<file path="config.mk">
export PLATFORM = sky130hd
export DESIGN_NAME = lsu_mm_sched
export DESIGN_NICKNAME = d
export VERILOG_FILES = /design/src/rtl/lsu_mm_sched.sv
export SDC_FILE = /design/constraint.sdc
export NUM_CORES = 1
export LEC_CHECK = 0
export ABC_AREA = 1
export BUFFER_PORTS_ARGS = -buffer_cell sky130_fd_sc_hd__buf_2
export CAP_MARGIN = 20
export CORE_AREA = 2 2 125 127
export CTS_CLUSTER_SIZE = 20
export DETAILED_ROUTE_END_ITERATION = 8
export DIE_AREA = 0 0 127 129
export HOLD_SLACK_MARGIN = 0.05
export SETUP_SLACK_MARGIN = 0.05
export SYNTH_ARGS = -nofsm -noshare
export SYNTH_HDL_FRONTEND = slang
export SYNTH_SLANG_ARGS = --single-unit
</file>
<file path="constraint.sdc">
create_clock -name clk -period 3.35 [get_ports clk]
set_clock_uncertainty 0.2 [all_clocks]
set_input_delay 0.1675 -clock clk [delete_from_list [all_inputs] [get_ports clk]]
set_output_delay 0.1675 -clock clk [all_outputs]
set_load 0.03 [all_outputs]
</file>
<file path="src/rtl/lsu_mm_sched.sv">
// -----------------------------------------------------------------------------
// lsu_mm_sched -- matmul load/feed scheduler for the LSU matrix path.
//
// Takes one matmul command at a time. Streams the A-operand rows, then the
// B-operand rows, out of the shared 128-bit LSU RAM through its single read
// port. Routes each returned line into the A or B operand buffer as an
// allocation write, then runs the MXU feed window (R+C-1 steps) and pulses
// done. A secondary requester shares the read port and is granted on every
// cycle the scheduler itself is not reading (i.e. outside LOAD_A/LOAD_B).
//
// Ports
//   clk, rst_n                       clock, synchronous active-low reset
//   i_lsu_mm_sched_cmd_*             command handshake and operands
//   o_lsu_mm_sched_cmd_rdy           high only while idle
//   i_lsu_mm_sched_ext_req/addr      secondary read request, line address
//   o_lsu_mm_sched_ext_gnt           secondary grant (combinational)
//   o_lsu_mm_sched_ext_rdata_vld     secondary data valid, 1 cycle after grant
//   o_lsu_mm_sched_ram_read_vld/addr RAM read strobe and line address
//   i_lsu_mm_sched_ram_rdata         RAM read data (RD_LAT = 1)
//   o_lsu_mm_sched_a/b_alloc_vld     operand buffer write strobes
//   o_lsu_mm_sched_alloc_addr/data   buffer entry index, line data
//   o_lsu_mm_sched_mxu_vld/step      MXU feed window and step index
//   o_lsu_mm_sched_done/err          completion pulse, illegal-length flag
// -----------------------------------------------------------------------------
module lsu_mm_sched #(
   parameter int unsigned RD_LAT = 1
) (
   input  logic         clk,
   input  logic         rst_n,
   input  logic         i_lsu_mm_sched_cmd_vld,
   output logic         o_lsu_mm_sched_cmd_rdy,
   input  logic [11:0]  i_lsu_mm_sched_cmd_a_addr,
   input  logic [11:0]  i_lsu_mm_sched_cmd_b_addr,
   input  logic [3:0]   i_lsu_mm_sched_cmd_row_len,
   input  logic [3:0]   i_lsu_mm_sched_cmd_col_len,
   input  logic         i_lsu_mm_sched_ext_req,
   input  logic [7:0]   i_lsu_mm_sched_ext_addr,
   output logic         o_lsu_mm_sched_ext_gnt,
   output logic         o_lsu_mm_sched_ext_rdata_vld,
   output logic         o_lsu_mm_sched_ram_read_vld,
   output logic [7:0]   o_lsu_mm_sched_ram_read_addr,
   input  logic [127:0] i_lsu_mm_sched_ram_rdata,
   output logic         o_lsu_mm_sched_a_alloc_vld,
   output logic         o_lsu_mm_sched_b_alloc_vld,
   output logic [3:0]   o_lsu_mm_sched_alloc_addr,
   output logic [127:0] o_lsu_mm_sched_alloc_data,
   output logic         o_lsu_mm_sched_mxu_vld,
   output logic [4:0]   o_lsu_mm_sched_mxu_step,
   output logic         o_lsu_mm_sched_done,
   output logic         o_lsu_mm_sched_err
);

   typedef enum logic [2:0] {
      S_IDLE,
      S_LOAD_A,
      S_LOAD_B,
      S_DRAIN,
      S_FEED,
      S_DONE
   } state_t;

   // DRAIN waits out the RAM pipe so the last B line has returned before FEED.
   localparam logic [4:0] DRAIN_LAST = 5'(RD_LAT - 1);

   state_t       r_state;
   logic [4:0]   r_cnt;        // row index in loads, drain count, feed step
   logic [7:0]   r_a_base;
   logic [7:0]   r_b_base;
   logic [3:0]   r_row_len;
   logic [3:0]   r_col_len;
   logic         r_cmd_rdy;
   logic         r_mxu_vld;
   logic [4:0]   r_mxu_step;
   logic         r_done;
   logic         r_err;

   // Tag pipe: one stage matching the RAM latency, marks what each return is.
   logic         r_tag_vld;
   logic         r_tag_is_b;
   logic [3:0]   r_tag_idx;
   logic         r_ext_vld;

   logic         w_loading;
   logic [7:0]   w_sch_rd_addr;
   logic         w_ext_gnt;
   logic [4:0]   w_a_last;
   logic [4:0]   w_b_last;
   logic [4:0]   w_feed_last;
   logic         w_unused;

   assign w_loading     = (r_state == S_LOAD_A) || (r_state == S_LOAD_B);
   // 8-bit sum: line addresses wrap modulo 256.
   assign w_sch_rd_addr = ((r_state == S_LOAD_B) ? r_b_base : r_a_base) + {3'b000, r_cnt};
   assign w_ext_gnt     = i_lsu_mm_sched_ext_req & ~w_loading;

   assign w_a_last    = {1'b0, r_row_len} - 5'd1;
   assign w_b_last    = {1'b0, r_col_len} - 5'd1;
   // Feed length N = R + C - 1, so the last step is R + C - 2 (0..28).
   assign w_feed_last = {1'b0, r_row_len} + {1'b0, r_col_len} - 5'd2;

   // Byte-offset bits inside a 16-byte line carry no information here.
   assign w_unused = ^{i_lsu_mm_sched_cmd_a_addr[3:0], i_lsu_mm_sched_cmd_b_addr[3:0]};

   // Control FSM; all handshake/feed outputs are registered here.
   always_ff @(posedge clk) begin
      // NOTE: reset is synchronous, so it lives inside the clocked branch and
      // the sensitivity list carries only the clock.
      if (!rst_n) begin
         r_state    <= S_IDLE;
         r_cnt      <= '0;
         r_a_base   <= '0;
         r_b_base   <= '0;
         r_row_len  <= '0;
         r_col_len  <= '0;
         r_cmd_rdy  <= 1'b1;
         r_mxu_vld  <= 1'b0;
         r_mxu_step <= '0;
         r_done     <= 1'b0;
         r_err      <= 1'b0;
      end else begin
         // NOTE: non-blocking assignments everywhere in clocked logic so every
         // register sees the pre-edge value of every other register.
         r_done <= 1'b0;
         r_err  <= 1'b0;
         case (r_state)
            S_IDLE: begin
               if (i_lsu_mm_sched_cmd_vld) begin
                  r_a_base  <= i_lsu_mm_sched_cmd_a_addr[11:4];
                  r_b_base  <= i_lsu_mm_sched_cmd_b_addr[11:4];
                  r_row_len <= i_lsu_mm_sched_cmd_row_len;
                  r_col_len <= i_lsu_mm_sched_cmd_col_len;
                  r_cmd_rdy <= 1'b0;
                  r_cnt     <= '0;
                  if ((i_lsu_mm_sched_cmd_row_len == 4'd0) ||
                      (i_lsu_mm_sched_cmd_col_len == 4'd0)) begin
                     r_state <= S_DONE;
                     r_done  <= 1'b1;
                     r_err   <= 1'b1;
                  end else begin
                     r_state <= S_LOAD_A;
                  end
               end
            end
            S_LOAD_A: begin
               if (r_cnt == w_a_last) begin
                  r_state <= S_LOAD_B;
                  r_cnt   <= '0;
               end else begin
                  r_cnt <= r_cnt + 5'd1;
               end
            end
            S_LOAD_B: begin
               if (r_cnt == w_b_last) begin
                  r_state <= S_DRAIN;
                  r_cnt   <= '0;
               end else begin
                  r_cnt <= r_cnt + 5'd1;
               end
            end
            S_DRAIN: begin
               if (r_cnt == DRAIN_LAST) begin
                  r_state    <= S_FEED;
                  r_cnt      <= '0;
                  r_mxu_vld  <= 1'b1;
                  r_mxu_step <= '0;
               end else begin
                  r_cnt <= r_cnt + 5'd1;
               end
            end
            S_FEED: begin
               if (r_cnt == w_feed_last) begin
                  r_state    <= S_DONE;
                  r_cnt      <= '0;
                  r_mxu_vld  <= 1'b0;
                  r_mxu_step <= '0;
                  r_done     <= 1'b1;
               end else begin
                  r_cnt      <= r_cnt + 5'd1;
                  r_mxu_step <= r_cnt + 5'd1;
               end
            end
            S_DONE: begin
               r_state   <= S_IDLE;
               r_cmd_rdy <= 1'b1;
            end
            default: begin
               r_state   <= S_IDLE;
               r_cmd_rdy <= 1'b1;
            end
         endcase
      end
   end

   // Return tagging: scheduler reads carry {is_b, idx}; ext reads carry none.
   always_ff @(posedge clk) begin
      if (!rst_n) begin
         r_tag_vld  <= 1'b0;
         r_tag_is_b <= 1'b0;
         r_tag_idx  <= '0;
         r_ext_vld  <= 1'b0;
      end else begin
         r_tag_vld  <= w_loading;
         r_tag_is_b <= w_loading && (r_state == S_LOAD_B);
         r_tag_idx  <= w_loading ? r_cnt[3:0] : 4'd0;
         r_ext_vld  <= w_ext_gnt;
      end
   end

   assign o_lsu_mm_sched_cmd_rdy       = r_cmd_rdy;
   assign o_lsu_mm_sched_ext_gnt       = w_ext_gnt;
   assign o_lsu_mm_sched_ext_rdata_vld = r_ext_vld;
   assign o_lsu_mm_sched_ram_read_vld  = w_loading | w_ext_gnt;
   assign o_lsu_mm_sched_ram_read_addr = w_loading ? w_sch_rd_addr : i_lsu_mm_sched_ext_addr;
   assign o_lsu_mm_sched_a_alloc_vld   = r_tag_vld & ~r_tag_is_b;
   assign o_lsu_mm_sched_b_alloc_vld   = r_tag_vld &  r_tag_is_b;
   assign o_lsu_mm_sched_alloc_addr    = r_tag_idx;
   assign o_lsu_mm_sched_alloc_data    = i_lsu_mm_sched_ram_rdata;
   assign o_lsu_mm_sched_mxu_vld       = r_mxu_vld;
   assign o_lsu_mm_sched_mxu_step      = r_mxu_step;
   assign o_lsu_mm_sched_done          = r_done;
   assign o_lsu_mm_sched_err           = r_err;

endmodule

</file>
==> Yosys cells after proc, flatten, opt, wreduce, memory -nomap -nowiden <==
Cells that the tools add are included.
Widths: inputs -> output; s select.
{ "classes": {"n_mux": 26, "n_bitwise": 7, "add_sub_neg": 6, "eq_ne": 12, "reduce_logical": 18} }
{ "ops": {"columns": ["operator", "n"], "rows": [
  ["$mux 5", 6],
  ["$pmux 5 s5", 1],
  ["$mux 3", 6],
  ["$mux 8", 2],
  ["$eq 5x5->1", 3],
  ["$pmux 3 s5", 1],
  ["$reduce_and 2->1", 6],
  ["$pmux 5 s2", 1],
  ["$sub 4x1->5 const B", 2],
  ["$add 8x5->8", 1],
  ["$logic_not 4->1", 2],
  ["$eq 3x2->1 const B", 2],
  ["$mux 1", 6],
  ["$ne 2x2->1 const B", 3],
  ["$pmux 1 s2", 3],
  ["$add 4x4->5", 1],
  ["$add 5x1->5 const B", 1],
  ["$logic_not 5->1", 1],
  ["$reduce_and 5->1", 1],
  ["$reduce_bool 5->1", 1],
  ["$sub 5x2->5 const B", 1],
  ["$ne 2x1->1 const B", 2],
  ["$reduce_or 4->1", 1],
  ["$and 1x1->1", 3],
  ["9 further kinds", 12]
]} }
{ "word_totals": {"regBits": 48, "inputBits": 172, "wordCells": 84, "output_inout_bits": 154} }

==> Logic depth before layout (Yosys ltp) <==
Gate-level depths: netlist (run 1).
{ "depth": {"ltp_word": 5, "ltp_mapped": 18, "ltp_nobuf": 18} }

==> Least setup slack after synthesis (run 1) <==
Ideal clock, no wire load.
{ "synth_timing": {"kind": "register to output", "start": "reg r_state[2]", "end": "out o_lsu_mm_sched_ram_read_addr[4]", "slack_ps": 455, "required_time_ps": 2982, "t_arrival_ps": 2528, "path_stages_with_launch": 12, "path_buffers": 1, "path_cell_list": "dfxtp_1 > inv_2 > nand3_2 > clkbuf_1 > o21ai_0 > ha_1 > fa_1 > nand3_1 > nand3_1 > nand2_1 > nand2_1 > o21ai_0"} }
{ "synth_between": {"elab_chain_cells": 4, "word_cells_on_any_way": 6, "classes_between": "add/sub (1); eq/ne (2); mux (2); reduce/logical (1)"} }
{ "synth_rtl": {"columns": ["element", "line_no", "source"], "rows": [
  ["start: declaration", "65", "state_t r_state;"],
  ["start signal: assignment", "109", "r_state <= S_IDLE;"],
  ["start signal: assignment", "136", "r_state <= S_DONE;"],
  ["start signal: assignment", "140", "r_state <= S_LOAD_A;"],
  ["$eq 3x2->1", "91, 93", null],
  ["$mux 8", "93", "assign w_sch_rd_addr = ((r_state == S_LOAD_B) ? r_b_base : r_a_base) + {3'b000, r_cnt};"],
  ["$add 8x5->8", "93", null],
  ["$mux 8 (*)", "213", "assign o_lsu_mm_sched_ram_read_addr = w_loading ? w_sch_rd_addr : i_lsu_mm_sched_ext_addr;"],
  ["end: declaration", "41", "output logic [7:0] o_lsu_mm_sched_ram_read_addr,"]
]} }
Every way passes the cells marked *; elsewhere a longest branch is shown, timed or not.

==> Final worst setup path (run 1) <==
{ "layout_timing": {"start": "reg r_state[2]", "end": "out o_lsu_mm_sched_ram_read_addr[7]"} }
Same word-level chain as after synthesis.

==> results of run 1 <==
[metal layers]
layer / share of wire, % / track usage (%)
met5: 0 / 0
met4: 5.9 / 7.76
met3: 8.6 / 3.28
met2: 41 / 16.0
met1: 45 / 14.0
[cells in the final DEF, fill, tap and decap left out, drive strengths merged]
| cell type | instances |
|---|---|
| nand2 | 136 |
| buf | 63 |
| inv | 55 |
| dfxtp | 48 |
| a21oi | 39 |
| o21ai | 37 |
| nor2 | 31 |
| dlygate4sd3 | 26 |
| nand3 | 25 |
| ha | 16 |
| clkbuf | 7 |
| nand4 | 5 |
| xor2 | 4 |
| a31oi | 4 |
| xnor2 | 3 |
| nor3 | 2 |
| fa | 2 |
| clkinv | 1 |
| or2 | 1 |
| or3 | 1 |
| a21boi | 1 |
| o31ai | 1 |
| bufinv | 1 |
[state kept, by name, summed over array words and instances, names as in the netlist]
| register | cells |
|---|---|
| r_tag_vld | 1 |
| o_lsu_mm_sched_ext_rdata_vld | 1 |
| o_lsu_mm_sched_alloc_addr | 4 |
| r_row_len | 4 |
| r_tag_is_b | 1 |
| r_b_base | 8 |
| o_lsu_mm_sched_err | 1 |
| o_lsu_mm_sched_mxu_step | 5 |
| o_lsu_mm_sched_done | 1 |
| r_state | 3 |
| r_col_len | 4 |
| o_lsu_mm_sched_mxu_vld | 1 |
| o_lsu_mm_sched_cmd_rdy | 1 |
| r_cnt | 5 |
| r_a_base | 8 |
[power groups by stage]
stage / clock network, mW / logic (mW) / registers [mW]
after floorplan: 0 / 1.40 / 0.804
after CTS: 0.618 / 1.49 / 0.781
final: 0.605 / 1.48 / 0.781
after detailed placement: 0 / 1.46 / 0.793
after global placement: 0 / 1.45 / 0.792
after global routing: 0.646 / 1.69 / 0.798
[area by class of cell]
| class | count | area share, % |
|---|---|---|
| Sequential cell | 48 | 25.4 |
| Clock buffer | 7 | 4.03 |
| Multi-Input combinational cell | 308 | 42.6 |
| Tap cell | 188 | 6.21 |
| Clock inverter | 1 | 0.793 |
| Timing Repair Buffer | 89 | 15.3 |
| Inverter | 56 | 5.65 |
[critical path: stages (launching register included)]
cell     delay [ps]
dfxtp_1         350
inv_2           120
nand3_2         190
o21ai_0         440
ha_1            320
nand3_1          70
nand2_1          80
nand2_1          80
nand2_1          50
nand2_1          80
nand2_1          90
nand3_1          80
nand2_1          50
a31oi_1         130
buf_2           220
[worst max path at each step]
stage	end	slack, ps	from
after floorplan	o_lsu_mm_sched_ram_read_addr[4]	450	r_state[2]
after global placement	r_state[1]	660	r_row_len[1]
after detailed placement	r_state[1]	650	r_row_len[1]
after CTS	o_lsu_mm_sched_ram_read_addr[7]	340	r_state[2]
after global routing	o_lsu_mm_sched_ram_read_addr[7]	110	r_state[2]
final	o_lsu_mm_sched_ram_read_addr[7]	360	r_state[2]
[kinds of logic after synthesis]
kind of cell,Yosys count,synth area share (%)
adders and majority gates,18,6.30
buffers and inverters,197,32.6
DFF,48,25.2
AOI/OAI and AO/OA,82,11.2
and+or+nand+nor,201,23.1
xor gates and xnor gates,7,1.61
[per-stage QoR]
step / total power [mW] / utilization, % / hold WS, ps / setup slack, ps / area, µm²
final: 2.87 / 25.3 / 98.9 / 359 / 3780
after global routing: 3.14 / 25.3 / 129 / 112 / 3780
after CTS: 2.89 / 25.3 / 99.2 / 340 / 3780
after detailed placement: 2.25 / 22.3 / 135 / 652 / 3340
after global placement: 2.25 / 22.3 / 135 / 658 / 3340
after floorplan: 2.20 / - / 106 / 455 / 3810
==> impl_metrics.py, run 1 <==
metrics = {
    "power": {
        "p_seq_share_pct": 27.2,
        "ir_drop_mv": 0.214,
        "comb_power_share_pct": 51.7,
        "p_int_mw": 1.58,
        "clock_power_share_pct": 21.1,
        "p_sw_mw": 1.29,
        "sw_frac_of_total_pct": 44.8,
        "p_leak_nw": 1.81,
        "powerDensity_nw_per_um2": 758,
    },
    "sta": {
        "rsz0062_at_grt": "no",
        "maxSlewViolCount": 0,
        "max_freq_ghz": 0.334,
        "setup_viol": 0,
        "tns_ps": 0,
        "slew_headroom_pct": 46.4,
        "period_minus_slack_ps": 2990,
        "fin_crit_sh_pct": 89.3,
        "worst_slew_pin_slew_ps": 804,
        "hold_viol": 0,
    },
    "synthesis": {
        "synth_area_um2": 3810,
        "yosys-top-cells-area": "buf_4 (25%), dfxtp_1 (25%), nand2_1 (13%)",
        "yosysWarnings": 0,
        "synth-main-ff-cell": "dfxtp_1",
        "yosysMostFrequentCell": "nand2_1",
        "seq_area_frac_synth_pct": 25.2,
        "synth_top_area_cell": "buf_4",
        "syn_inst": 553,
        "postSynthAreaPerCell_um2": 6.90,
        "synth_edf_count": 0,
        "async_reset_ff_share_pct": 0,
        "synth_seq_cells": 48,
        "synth_top_area_share_pct": 25.4,
        "synth_cell_type_count": 35,
        "synth_nets": 743,
        "synthTopCellsByCount": "nand2_1 (130), buf_4 (129), dfxtp_1 (48)",
    },
    "final_layout": {
        "fillers": 1699,
        "drive_gt1_share_pct": 19.1,
        "nNetsFinal": 698,
        "multi_input_area_um2": 1610,
        "antenna_cells": 0,
        "syn2layout_area_growth_pct": -0.787,
        "fin_cells": 697,
        "seq_area_um2": 961,
    },
    "route": {
        "wl_per_cell_um": 13.2,
        "drt_iter0_markers": 142,
        "ant_nets": 0,
        "vias_per_cell": 4.25,
        "totalWireLength_mm": 9.21,
        "drt_pre_antenna_iters": 4,
        "drc": 0,
        "vias": 2961,
    },
    "outcome": {
        "outcome": "finished, final reports clean",
    },
    "hold_path": {
        "hold_path_depth": 3,
        "min_from": "rst_n",
        "hold_class": "in2reg",
        "holdPathEnd": "r_state[1]",
    },
    "floorplanning": {
        "num_rows": 45,
        "die_w_um": 127,
        "die_h_um": 129,
        "dieArea_um2": 16400,
        "initial_utilization_pct": 25.5,
        "core_area_um2": 15000,
        "io-pin-count": 326,
    },
    "critical_path": {
        "cp-end-kind": "output pin",
        "reg2reg_to": "r_state[2]",
        "worstRegToRegCells": 16,
        "start_kind": "register",
        "path_class": "reg2out",
        "required_ps": 2980,
        "arrival_ps": 2620,
        "worstReg2RegStart": "r_row_len[1]",
        "critical_path.max_fanout": 10,
        "r2r_setup_slack_ps": 620,
    },
    "placed_design": {
        "port_buffers": 61,
        "dpl.hpwl_mm": 6.92,
        "place_inst": 663,
        "routabilityCongestion": 0.860,
    },
    "grt": {
        "grt_pass1_wl_mm": 14.4,
        "grt_max_degree": 42,
        "track_usage_pct": 11.0,
        "overflow": 0,
        "grt_pass1_vias": 2722,
        "antenna_found_initial": 0,
    },
    "cts": {
        "htreeDepth": 2,
        "clk_pin_slew_ps": 60,
        "postCtsHoldBufs": 26,
        "clk_path_buf_depth": 2,
        "clk-insertion-delay-late_ps": 290,
        "numCtsBuffers": 5,
        "post_cts_buffers": 0,
        "root_buffer": "clkbuf_16",
        "cts_tree": "built",
        "cts_sinks": 48,
        "cts_resized": 0,
    },
    "run": {
        "cap_violations": 0,
    },
}
(Power assumes the default switching activity.)
==> run 2, diff against run 1 <==
CORE_AREA = 2 2 128 130   (was 2 2 125 127)
CTS_BUF_LIST = sky130_fd_sc_hd__clkbuf_16   (was default)
DIE_AREA = 0 0 130 132   (was 0 0 127 129)
clock period = 2.5 ns   (was 3.35 ns; I/O delays follow)
==> impl_metrics.py, run 2 (synthesized netlist as in run 1, its figures left out) <==
metrics = {
    "power": {
        "ir_drop_mv": 0.430,
        "p_int_mw": 2.23,
        "comb_power_share_pct": 58.8,
        "clock_power_share_pct": 15.7,
        "p_leak_nw": 1.97,
        "total_power_mw": 4.12,
        "p_seq_share_pct": 25.5,
        "sw_frac_of_total_pct": 46.0,
        "p_sw_mw": 1.90,
        "powerDensity_nw_per_um2": 978,
    },
    "floorplanning": {
        "io-pin-count": 326,
        "die_w_um": 130,
        "initial_utilization_pct": 24.3,
        "dieArea_um2": 17200,
        "core_area_um2": 15700,
        "num_rows": 46,
        "die_h_um": 132,
    },
    "sta": {
        "fin_crit_sh_pct": 102,
        "hold_viol": 0,
        "rsz0062_at_grt": "yes",
        "max_freq_ghz": 0.392,
        "worst_slew_pin_slew_ps": 576,
        "final.setup.worst_slack_ps": -49.4,
        "setup_viol": 4,
        "slew_headroom_pct": 61.5,
        "maxSlewViolCount": 0,
        "period_minus_slack_ps": 2550,
    },
    "critical_path": {
        "start_kind": "register",
        "cp-end-kind": "output pin",
        "arrival_ps": 2220,
        "cp-startpoint": "r_state[0]",
        "required_ps": 2170,
        "critical_path.max_fanout": 5,
        "r2r_setup_slack_ps": -20,
        "worstReg2RegStart": "r_col_len[1]",
        "path_class": "reg2out",
    },
    "route": {
        "drc": 0,
        "vias": 3155,
        "drt_pre_antenna_iters": 4,
        "wl_per_cell_um": 12.7,
        "vias_per_cell": 4.18,
        "totalWireLength_mm": 9.56,
        "drt_iter0_markers": 102,
        "ant_nets": 0,
    },
    "final_layout": {
        "seq_area_um2": 970,
        "drive_gt1_share_pct": 31.2,
        "reg_top3": "r_a_base (8), r_b_base (8)",
        "nNetsFinal": 728,
        "fillers": 1722,
        "multi_input_area_um2": 1800,
        "syn2layout_area_growth_pct": 10.6,
        "fin_area_um2": 4220,
        "antenna_cells": 0,
        "mostFrequentLayoutCells": "nand2_1 (122), buf_2 (56), inv_1 (43)",
        "final_common_cell": "nand2_1",
        "fin_util_pct": 26.8,
    },
    "placed_design": {
        "port_buffers": 61,
        "dpl.hpwl_mm": 7.40,
        "placed_area_um2": 3620,
        "routabilityCongestion": 0.797,
        "pre_cts_slack_ps": -68.6,
    },
    "hold_path": {
        "hold_class": "in2out",
        "min_from": "i_lsu_mm_sched_ram_rdata[118]",
    },
    "grt": {
        "overflow": 0,
        "grt_max_degree": 23,
        "grt_pass1_vias": 3146,
        "track_usage_pct": 11.2,
        "antenna_found_initial": 0,
        "grt_pass1_wl_mm": 15.6,
    },
    "cts": {
        "clk-insertion-delay-late_ps": 280,
        "clk_pin_slew_ps": 60,
        "clk_path_buf_depth": 2,
        "htreeDepth": 2,
        "numCtsBuffers": 5,
        "cts_sinks": 48,
        "root_buffer": "clkbuf_16",
        "cts_tree": "built",
    },
    "outcome": {
        "outcome": "finished with violations",
        "violations": "negative setup slack",
    },
    "run": {
        "cap_violations": 0,
    },
}
[run 2: cell type report]
type | instances | share of cell area (%)
Clock inverter | 3 | 0.356
Inverter | 56 | 5.19
Clock buffer | 5 | 2.97
Timing Repair Buffer | 118 | 19.5
Multi-Input combinational cell | 309 | 42.6
Sequential cell | 48 | 23.0
Tap cell | 216 | 6.41
[run 2: stage by stage]
step / instances / setup TNS (ps) / hold slack, ps
after floorplan: 553 / 0 / 63.4
after global placement: 716 / -89.9 / 50.2
after detailed placement: 716 / -359 / 50.2
after CTS: 752 / -165 / 50.2
after global routing: 755 / -1250 / 50.0
final: 755 / -139 / 50.0
[run 2: power by group through the flow]
stage	Sequential (mW)	Clock, mW	Combinational, mW
after floorplan	1.08	0	1.95
after global placement	1.05	0	2.19
after detailed placement	1.05	0	2.21
after CTS	1.05	0.664	2.37
after global routing	1.08	0.703	2.73
final	1.05	0.648	2.42
[run 2: timing repair]
item | CTS | global route
gates cloned | 1 | 0
buffers inserted | 2 | 3
hold endpoints to repair | 25 | 0
setup endpoints to repair | 14 | 20
pin swaps | 14 | 11
gates resized for setup | 32 | 22
hold buffers | 25 | 0
[run 2: metal layers]
layer | vias up | part of all wire [%] | global-route usage (%)
li1 | 1599 | - | -
met1 | 1365 | 45 | 14.5
met4 | 0 | 7.1 | 8.36
met5 | - | 0 | 0
met2 | 124 | 40 | 16.1
met3 | 67 | 8.0 | 2.60
[run 2: worst max-delay path, stage by stage, from the launching register on]
cell and delay (ps):
dfxtp_2 330, inv_4 70, nand3_4 110, nand2_2 80, o21ai_2 50, ha_2 180, fa_2 350, nand3_2 70
nand3_2 80, nand2_2 70, nand2_1 50, nand2_1 70, xor2_1 190, o21ai_2 70, buf_6 150
[run 2: path summary, 6_finish.rpt]
check | to | cells past startpoint
worst max-delay path | o_lsu_mm_sched_ram_read_addr[6] | 14
worst min-delay path | o_lsu_mm_sched_alloc_data[118] | 0
worst max register to register | r_state[1] | 16
worst min register to register | r_b_base[2] | 2
==> run 3, diff against run 2 <==
--- a/constraint.sdc
+++ b/constraint.sdc
@@ -4,2 +4,2 @@
 set_output_delay 0.125 -clock clk [all_outputs]
-set_load 0.03 [all_outputs]
+set_load 0.1 [all_outputs]
==> impl_metrics.py, run 3 (synthesized netlist as in run 1, its figures left out) <==
metrics = {
    "outcome": {
        "outcome": "finished with violations",
        "violations": "negative setup slack",
    },
    "placed_design": {
        "dpl.hpwl_mm": 7.39,
        "pre_cts_slack_ps": -50.6,
        "routabilityCongestion": 0.790,
        "placed_area_um2": 3770,
        "place_inst": 712,
        "port_buffers": 61,
    },
    "critical_path": {
        "path_depth": 15,
        "reg2reg_to": "r_state[1]",
        "crit_path_top_delay_cell": "fa_2",
        "worstRegToRegCells": 17,
        "r2r_setup_slack_ps": -30,
        "path_class": "reg2out",
        "critical_path.max_fanout": 4,
        "start_kind": "register",
        "arrival_ps": 2360,
        "crit_chain": "inv_2 -> buf_6 -> nand3_4 -> nand2_4 -> o21ai_4 -> buf_6 -> fa_2 -> nand3_2 -> nand3_2 -> nand2_2 -> nand2_2 -> nand2_2 -> xor2_2 -> o21ai_4 -> buf_12",
        "required_ps": 2170,
        "slowest_delay_ps": 410,
        "worstReg2RegStart": "r_col_len[1]",
        "cp-end-kind": "output pin",
        "crit_buf_inv": 4,
        "worst_path_most_repeated_cell": "nand2_2",
        "crit_family": "simple AND/OR/NAND/NOR gates",
    },
    "cts": {
        "root_buffer": "clkbuf_16",
        "clk_path_buf_depth": 2,
        "numCtsBuffers": 5,
        "htreeDepth": 2,
        "clk-insertion-delay-late_ps": 290,
        "cts_sinks": 48,
        "clk_pin_slew_ps": 70,
        "cts_tree": "built",
    },
    "sta": {
        "setup_viol": 7,
        "maxSlewViolCount": 0,
        "tns_ps": -677,
        "max_freq_ghz": 0.372,
        "fin_crit_sh_pct": 107,
        "rsz0062_at_grt": "yes",
        "holdWs_ps": 50.0,
        "final.setup.worst_slack_ps": -185,
        "slew_headroom_pct": 60.8,
        "worst_slew_pin_slew_ps": 581,
        "hold_viol": 0,
        "period_minus_slack_ps": 2690,
    },
    "floorplanning": {
        "initial_utilization_pct": 24.3,
        "dieArea_um2": 17200,
        "die_w_um": 130,
        "die_h_um": 132,
        "num_rows": 46,
        "io-pin-count": 326,
        "core_area_um2": 15700,
    },
    "final_layout": {
        "fin_area_um2": 4510,
        "antenna_cells": 0,
        "fin_util_pct": 28.7,
        "nNetsFinal": 728,
        "reg_top3": "r_a_base (8), r_b_base (8)",
        "drive_gt1_share_pct": 33.5,
        "fin_cells": 754,
        "final_common_cell": "nand2_1",
        "mostFrequentLayoutCells": "nand2_1 (119), buf_2 (52), dfxtp_1 (43)",
        "syn2layout_area_growth_pct": 18.1,
    },
    "power": {
        "powerDensity_nw_per_um2": 1160,
        "total_power_mw": 5.25,
        "ir_drop_mv": 0.389,
        "p_leak_nw": 2.04,
    },
    "run": {
        "cap_violations": 0,
    },
    "route": {
        "drc": 0,
        "drt_iter0_markers": 121,
        "ant_nets": 0,
        "drt_pre_antenna_iters": 4,
        "totalWireLength_mm": 9.98,
        "vias_per_cell": 4.24,
        "vias": 3196,
        "wl_per_cell_um": 13.2,
    },
    "grt": {
        "track_usage_pct": 11.4,
        "grt_pass1_vias": 3081,
        "grt_pass1_wl_mm": 15.5,
        "grt_max_degree": 23,
        "overflow": 0,
        "antenna_found_initial": 0,
    },
    "hold_path": {
        "holdPathEnd": "o_lsu_mm_sched_alloc_data[118]",
        "hold_path_depth": 0,
        "min_from": "i_lsu_mm_sched_ram_rdata[118]",
        "hold_class": "in2out",
    },
}
## run 3: cell types whose count changed in the layout (fill, tap and decap cells not counted), sizes merged
cell	previous run	this run
clkinvlp	1	0
clkinv	2	1
bufinv	0	2
inv	56	55
## run 3: repair_timing
| action | 4_1_cts | 5_1_grt |
|---|---|---|
| hold buffers | 25 | 0 |
| setup endpoints to repair | 15 | 22 |
| cloned | 1 | 0 |
| setup buffers | 6 | 4 |
| endpoints found under the hold margin | 25 | 0 |
| gates resized for setup | 16 | 38 |
| pin swaps | 17 | 18 |
## run 3: worst max path at each step
stage / from / to / slack [ps]
finish: r_state[0] / o_lsu_mm_sched_ram_read_addr[6] / -190
global route: r_state[0] / o_lsu_mm_sched_ram_read_addr[6] / -300
CTS: r_state[2] / o_lsu_mm_sched_ram_read_addr[6] / -190
detailed placement: r_col_len[1] / r_state[2] / -50
global placement: r_col_len[1] / r_state[2] / -30
floorplan: r_state[2] / o_lsu_mm_sched_ram_read_addr[6] / -160
## run 3: final cells by class
class / instances / area [µm²]
fill: 1699 / 11200
clock buffer: 5 / 125
tap: 216 / 270
clock inverter: 2 / 60.1
inverter: 56 / 216
timing repair buffer: 118 / 946
sequential: 48 / 967
multi-input combinational: 309 / 1920
## run 3: per-layer routing
layer  GRT usage, %  vias up  wire length (µm)
met5              0        -                 0
met4           6.93        0               504
met3           2.07       59               586
met2           17.5       97              4340
met1           14.6     1444              4550
li1               -     1596                 -
## run 3: power by group
| group | internal [mW] | switching [mW] |
|---|---|---|
| logic | 1.16 | 2.20 |
| registers | 0.934 | 0.0916 |
| clock network | 0.568 | 0.296 |
| total | 2.66 | 2.59 |
